==> config.mk <==
export PLATFORM = sky130hd
export DESIGN_NAME = if_fetch_unit
export DESIGN_NICKNAME = d
export VERILOG_FILES = /design/src/rtl/if_fetch_unit_pkg.sv /design/src/rtl/if_fetch_unit.sv
export SDC_FILE = /design/constraint.sdc
export NUM_CORES = 1
export LEC_CHECK = 0
export ABC_CLOCK_PERIOD_IN_PS = 2840
export BUFFER_PORTS_ARGS = -buffer_cell sky130_fd_sc_hd__buf_4
export CORE_ASPECT_RATIO = 0.7
export CORE_MARGIN = 1
export CORE_UTILIZATION = 50
export DETAILED_ROUTE_END_ITERATION = 6
export GPL_ROUTABILITY_DRIVEN = 0
export PLACE_DENSITY = 0.73
export SLEW_MARGIN = 20
export SYNTH_ARGS = -nofsm -noshare
export SYNTH_HDL_FRONTEND = slang
export SYNTH_SLANG_ARGS = --single-unit
export TNS_END_PERCENT = 50
==> constraint.sdc <==
create_clock -name clock -period 2.84 [get_ports clock]
set_clock_uncertainty 0.15 [all_clocks]
set_input_delay 0.284 -clock clock [delete_from_list [all_inputs] [get_ports clock]]
set_output_delay 0.284 -clock clock [all_outputs]
set_load 0.01 [all_outputs]
==> src/rtl/if_fetch_unit_pkg.sv <==
// ---------------------------------------------------------------------------
// if_fetch_unit_pkg
//
// Purpose: shared pipeline definitions for the instruction-fetch stage.
//   - WORD_W           : datapath word width (instructions, addresses)
//   - FETCH_PC_INCR    : default byte distance between sequential fetches
//   - FETCH_RESET_PC   : default program counter after reset
//   - fetch_state_e    : fetch FSM states, 2-bit encoding
//   - alignPc()        : clears the byte-offset bits of a target address
// ---------------------------------------------------------------------------
package if_fetch_unit_pkg;

    localparam int unsigned WORD_W = 32;

    localparam int unsigned       FETCH_PC_INCR  = 4;
    localparam logic [WORD_W-1:0] FETCH_RESET_PC = 32'h0000_0000;

    // REQ     : request outstanding (or about to be issued) at pc
    // STALLED : fetched word parked in the holding buffer, decode busy
    // FLUSH   : a redirect arrived while the old request was still in flight
    typedef enum logic [1:0] {
        FETCH_REQ     = 2'd0,
        FETCH_STALLED = 2'd1,
        FETCH_FLUSH   = 2'd2
    } fetch_state_e;

    // Instructions are word aligned, so the two low address bits are dropped.
    function automatic logic [WORD_W-1:0] alignPc(input logic [WORD_W-1:0] addr);
        return {addr[WORD_W-1:2], 2'b00};
    endfunction

endpackage

==> src/rtl/if_fetch_unit.sv <==
// ---------------------------------------------------------------------------
// if_fetch_unit
//
// Purpose: instruction-fetch stage. Owns the program counter, fetches from
// instruction memory over a req/ack handshake, and registers the fetched
// instruction plus its PC+PC_INCR into the IF/ID pipeline register. Copes
// with variable memory latency, decode stall and branch/jump redirects,
// including a redirect that lands while a fetch is still outstanding.
//
// Ports:
//   clock            in   rising-edge clock
//   reset            in   synchronous, active-high reset
//   imem_req         out  fetch request (held until imem_ack)
//   imem_addr        out  [31:0] fetch address, always the pc register
//   imem_ack         in   response valid, may arrive in the request cycle
//   imem_rdata       in   [31:0] instruction word, valid with imem_ack
//   stall            in   decode cannot accept, outputs must hold
//   redirect_valid   in   branch/jump taken this cycle
//   redirect_pc      in   [31:0] redirect target (low two bits ignored)
//   out_valid        out  out_instruction/out_pc_plus4 carry a new fetch
//   out_instruction  out  [31:0] registered instruction
//   out_pc_plus4     out  [31:0] registered fetch address + PC_INCR
// ---------------------------------------------------------------------------
module if_fetch_unit
    import if_fetch_unit_pkg::*;
#(
    parameter logic [WORD_W-1:0] RESET_PC = FETCH_RESET_PC,
    parameter int unsigned       PC_INCR  = FETCH_PC_INCR
) (
    input  logic              clock,
    input  logic              reset,
    output logic              imem_req,
    output logic [WORD_W-1:0] imem_addr,
    input  logic              imem_ack,
    input  logic [WORD_W-1:0] imem_rdata,
    input  logic              stall,
    input  logic              redirect_valid,
    input  logic [WORD_W-1:0] redirect_pc,
    output logic              out_valid,
    output logic [WORD_W-1:0] out_instruction,
    output logic [WORD_W-1:0] out_pc_plus4
);

    // Plain 2-bit state constants keep the register a simple vector.
    localparam logic [1:0] ST_REQ     = FETCH_REQ;
    localparam logic [1:0] ST_STALLED = FETCH_STALLED;
    localparam logic [1:0] ST_FLUSH   = FETCH_FLUSH;

    localparam logic [WORD_W-1:0] INCR = WORD_W'(PC_INCR);

    logic [1:0]        state_q,     state_d;
    logic [WORD_W-1:0] pc_q,        pc_d;
    logic [WORD_W-1:0] target_q,    target_d;
    logic [WORD_W-1:0] buf_instr_q, buf_instr_d;
    logic [WORD_W-1:0] buf_pc4_q,   buf_pc4_d;
    logic              out_valid_q, out_valid_d;
    logic [WORD_W-1:0] out_instr_q, out_instr_d;
    logic [WORD_W-1:0] out_pc4_q,   out_pc4_d;

    logic [WORD_W-1:0] pc_next;
    logic [WORD_W-1:0] redirect_aligned;
    logic              ack_fire;

    // The request is a pure function of state so the address stays stable
    // for the whole handshake; reset kills it immediately so memory can
    // drop any request that was in flight.
    assign imem_req  = !reset && (state_q == ST_REQ || state_q == ST_FLUSH);
    assign imem_addr = pc_q;

    assign out_valid       = out_valid_q;
    assign out_instruction = out_instr_q;
    assign out_pc_plus4    = out_pc4_q;

    // An ack only counts while a request is actually being presented.
    assign ack_fire         = imem_ack && imem_req;
    // Sequential increment wraps naturally in 32-bit arithmetic.
    assign pc_next          = pc_q + INCR;
    assign redirect_aligned = alignPc(redirect_pc);

    // Next-state logic for the fetch FSM, pc, redirect target, holding
    // buffer and IF/ID register. Redirect always outranks stall because the
    // word being held is on the wrong path once a branch resolves.
    always_comb begin
        state_d     = state_q;
        pc_d        = pc_q;
        target_d    = target_q;
        buf_instr_d = buf_instr_q;
        buf_pc4_d   = buf_pc4_q;
        out_valid_d = out_valid_q;
        out_instr_d = out_instr_q;
        out_pc4_d   = out_pc4_q;

        case (state_q)
            ST_REQ: begin
                if (ack_fire) begin
                    if (redirect_valid) begin
                        // Returned word is on the wrong path; fetch the target next.
                        pc_d        = redirect_aligned;
                        out_valid_d = 1'b0;
                    end else if (stall) begin
                        // Decode still holds the previous word, so park this one.
                        buf_instr_d = imem_rdata;
                        buf_pc4_d   = pc_next;
                        pc_d        = pc_next;
                        state_d     = ST_STALLED;
                    end else begin
                        out_instr_d = imem_rdata;
                        out_pc4_d   = pc_next;
                        out_valid_d = 1'b1;
                        pc_d        = pc_next;
                    end
                end else begin
                    if (redirect_valid) begin
                        // The address must stay put until the old request is
                        // acked, so the target waits in its own register.
                        target_d    = redirect_aligned;
                        out_valid_d = 1'b0;
                        state_d     = ST_FLUSH;
                    end else if (!stall) begin
                        out_valid_d = 1'b0;
                    end
                end
            end

            ST_STALLED: begin
                if (redirect_valid) begin
                    buf_instr_d = '0;
                    buf_pc4_d   = '0;
                    pc_d        = redirect_aligned;
                    out_valid_d = 1'b0;
                    state_d     = ST_REQ;
                end else if (!stall) begin
                    out_instr_d = buf_instr_q;
                    out_pc4_d   = buf_pc4_q;
                    out_valid_d = 1'b1;
                    state_d     = ST_REQ;
                end
            end

            ST_FLUSH: begin
                out_valid_d = 1'b0;
                if (redirect_valid) begin
                    target_d = redirect_aligned;
                end
                if (ack_fire) begin
                    // A redirect in the same cycle as the ack is the newest one.
                    pc_d    = redirect_valid ? redirect_aligned : target_q;
                    state_d = ST_REQ;
                end
            end

            default: begin
                out_valid_d = 1'b0;
                state_d     = ST_REQ;
            end
        endcase
    end

    // State registers with synchronous reset.
    always_ff @(posedge clock) begin
        if (reset) begin
            state_q     <= ST_REQ;
            pc_q        <= RESET_PC;
            target_q    <= '0;
            buf_instr_q <= '0;
            buf_pc4_q   <= '0;
            out_valid_q <= 1'b0;
            out_instr_q <= '0;
            out_pc4_q   <= '0;
        end else begin
            state_q     <= state_d;
            pc_q        <= pc_d;
            target_q    <= target_d;
            buf_instr_q <= buf_instr_d;
            buf_pc4_q   <= buf_pc4_d;
            out_valid_q <= out_valid_d;
            out_instr_q <= out_instr_d;
            out_pc4_q   <= out_pc4_d;
        end
    end

endmodule

==> results.sh <==
export IMPL_cts_tree="done"
export IMPL_nNetsFinal=1360
export IMPL_setup_tns_ns=0
export IMPL_drtAntennaViolNets=0
export IMPL_synth_fa_ha_area_frac=0.007059
export IMPL_worstPathMaxFanout=14
export IMPL_p_leak_nw=4.319
export IMPL_dieArea_um2=18270
export IMPL_setup_viol=0
export IMPL_routed_wl_um=26200
export IMPL_dp_hpwl_um=17550
export IMPL_synth_ff_type="dfxtp_1"
export IMPL_synth_edf_count=0
export IMPL_min_period_over_period=0.9214
export IMPL_slew_viol_final=0
export IMPL_viasPerCell=5.789
export IMPL_r2r_setup_slack_ns=0.22
export IMPL_synth_simple_area_share=0.2451
export IMPL_syn_to_final_growth_pct=27.66
export IMPL_coreArea_um2=17270
export IMPL_clk_path_buf_depth=2
export IMPL_h_tree_depth=4
export IMPL_rows=40
export IMPL_relSlewSlack=0.2788
export IMPL_syn_mean_instance_area_um2=7.913
export IMPL_final_common_cell="buf_4"
export IMPL_cp_start_kind="flop"
export IMPL_chipHeight_um=113.4
export IMPL_synth_cells=1120
export IMPL_grt_usage=0.2834
export IMPL_final_cell_mix="204 x buf_4, 198 x nand2_1, 195 x dfxtp_1"
export IMPL_via_count=8852
export IMPL_numCtsBuffers=17
export IMPL_yosys_area_share_xor_xnor=0.02372
export IMPL_root_buffer="clkbuf_16"
export IMPL_worstReg2RegEnd="imem_addr[6]"
export IMPL_reg2reg_from="state_q[0]"
export IMPL_hp_class="input pin to flop"
export IMPL_die_width_um=161.1
export IMPL_startpoint="state_q[0]"
export IMPL_grt_antenna_before_repair=0
export IMPL_crit_path_end="imem_addr[6]"
export IMPL_fill_cells=1509
export IMPL_synth_seq_area_share=0.4405
export IMPL_rsz0062_at_grt="no"
export IMPL_synth_cell_type_count=60
export IMPL_synth_compound_area_frac=0.2260
export IMPL_ys_seq_elements=195
export IMPL_crit_type="flop to flop"
export IMPL_power_density_nw_per_um2=602.7
export IMPL_synth_nets=1194
export IMPL_reg2regPathDepth=8
export IMPL_postCtsSetupBuffers=0
export IMPL_required_ns=3.00
export IMPL_max_freq_mhz=382.1
export IMPL_n_antenna_cell=0
export IMPL_clk_pin_slew_ns=0.07
export IMPL_worstSkewPairLatency_ns=0.43
export IMPL_synth_area_um2=8862
export IMPL_outcome="finished clean"
export IMPL_cp_arrival_ns=2.78
export IMPL_placed_cells=1467
export IMPL_yosysWarnings=0
export IMPL_grt_max_degree=78
export IMPL_drive_gt1_frac=0.1972
export IMPL_peakVddDrop_uv=385.6
export IMPL_cap_viol_max_count=0
export IMPL_synthArstFlopShare=0
export IMPL_synth_top_family_by_area="simple AND/OR/NAND/NOR gates"
export IMPL_wl_per_cell_um=17.13
export IMPL_grt_pass1_wl_um=41670
export IMPL_cts_sinks=195
export IMPL_post_route_min_period_ns=2.617
export IMPL_drcViolationCount=0
export IMPL_grt_pass1_vias=7956
export IMPL_floorplan_initialDensity=0.5133
export IMPL_muxShareOfSynthArea=0.01144
export IMPL_dr_pass1_iters=6
export IMPL_io_buffers=164
export IMPL_hold_viol=0
export IMPL_drt_initial_drc_count=956
export IMPL_worst_setup_path_end_kind="flop"
export IMPL_grt_overflow_total=0
export IMPL_finalNonFillerCells=1529
export IMPL_io_pins=167
export IMPL_max_slew_worst_pin_slew_ns=1.082
-- per-stage QoR --
stage                     power [W]  worst slack, ns  hold slack, ns    util  instance area (um^2)
after detailed placement   0.004420           0.1517          0.2849  0.6041                 10430
after CTS                  0.006829           0.1480         0.05888  0.6546                 11300
after floorplan            0.003873           0.4400          0.2652       -                  8862
final                      0.006819           0.2232         0.08164  0.6552                 11310
after global placement     0.004395           0.2216          0.2765  0.6041                 10430
after global routing       0.007113          0.09574         0.08477  0.6552                 11310
-- cells in the mapped netlist, drive strengths merged (3+ instances only) --
cell type	number	area share
mux2i	9	0.010
or2	5	0.0035
and2	7	0.0049
a2bb2oi	6	0.0059
o32ai	5	0.0049
o31ai	3	0.0025
a211oi	44	0.038
nor2b	39	0.028
a221oi	8	0.0079
a222oi	5	0.0056
inv	16	0.0068
nand4	13	0.012
a21oi	109	0.062
ha	5	0.0071
o21a	4	0.0034
xnor2	21	0.021
o21ai	65	0.037
nor4	9	0.0080
dfxtp	195	0.44
a22oi	13	0.011
or3	3	0.0021
nand3	16	0.0090
a22o	10	0.0099
a221o	5	0.0056
xor2	3	0.0030
and4	8	0.0080
clkbuf	82	0.035
nor2	86	0.036
nand2	198	0.084
and3	13	0.0092
a31oi	5	0.0035
buf	9	0.0047
a32oi	6	0.0059
nor3	55	0.031
nand2b	3	0.0021
o221ai	3	0.0030
o22ai	14	0.0099
-- layer usage --
metal / global-route usage / share of wire / up-vias
met5: 0 / 0 / -
met4: 0.07107 / 0.014 / 0
met3: 0.05055 / 0.079 / 29
met2: 0.4302 / 0.44 / 377
met1: 0.4149 / 0.47 / 4140
li1: - / - / 4306
-- worst max-delay path: stages, from the launching register on --
cell	delay, ns
dfxtp_1	0.43
inv_1	0.12
ha_1	0.24
buf_4	0.17
or2_2	0.35
a211o_2	0.45
buf_4	0.24
a221oi_1	0.24
a21oi_1	0.11
-- how the worst min path moves through the flow --
| stage | depth (start not counted) | start | endpoint |
|---|---|---|---|
| 2_1_floorplan | 2 | buf_pc4_q[24] | buf_pc4_q[24] |
| 3_3_place_gp | 2 | buf_pc4_q[24] | buf_pc4_q[24] |
| 3_5_place_dp | 2 | buf_pc4_q[31] | buf_pc4_q[31] |
| 4_1_cts | 3 | stall | out_valid |
| 5_1_grt | 2 | reset | buf_instr_q[16] |
| 6_report | 3 | imem_ack | state_q[0] |
-- power breakdown --
part | leakage [nW] | switching (W) | internal [W]
clock network | 0.271 | 0.00107 | 0.00133
registers | 1.58 | 0.000172 | 0.00289
logic | 2.46 | 0.000785 | 0.000568
-- area by class of cell --
type,instances,area [um^2],share of cell area
clock buffer,21,450.4,0.03981
clock inverter,10,122.6,0.01084
inverter,16,60.06,0.005309
multi-input combinational,819,4596,0.4062
sequential,195,3904,0.3451
tap,231,289.0,0.02555
timing repair buffer,237,1892,0.1672
-- state kept, by name, indices dropped and copies added (netlist names) --
register,count
buf_instr_q,32
imem_addr,32
out_instruction,32
out_pc_plus4,32
state_q,2
out_valid,1
buf_pc4_q,32
target_q,32
-- cells by family after synthesis --
| family | count (synthesis) |
|---|---|
| fa+ha+maj | 5 |
| mux | 10 |
| compound gates | 316 |
| buf+inv | 107 |
| flops | 195 |
| simple gates | 463 |
| xor+xnor | 24 |
-- what timing repair did --
| item | CTS | global route |
|---|---|---|
| hold buffers | 30 | 0 |
| endpoints found under the setup margin | 0 | 3 |
| endpoints found under the hold margin | 31 | 0 |
| resized for setup | 0 | 1 |
Power figures use the tool's default switching activity.
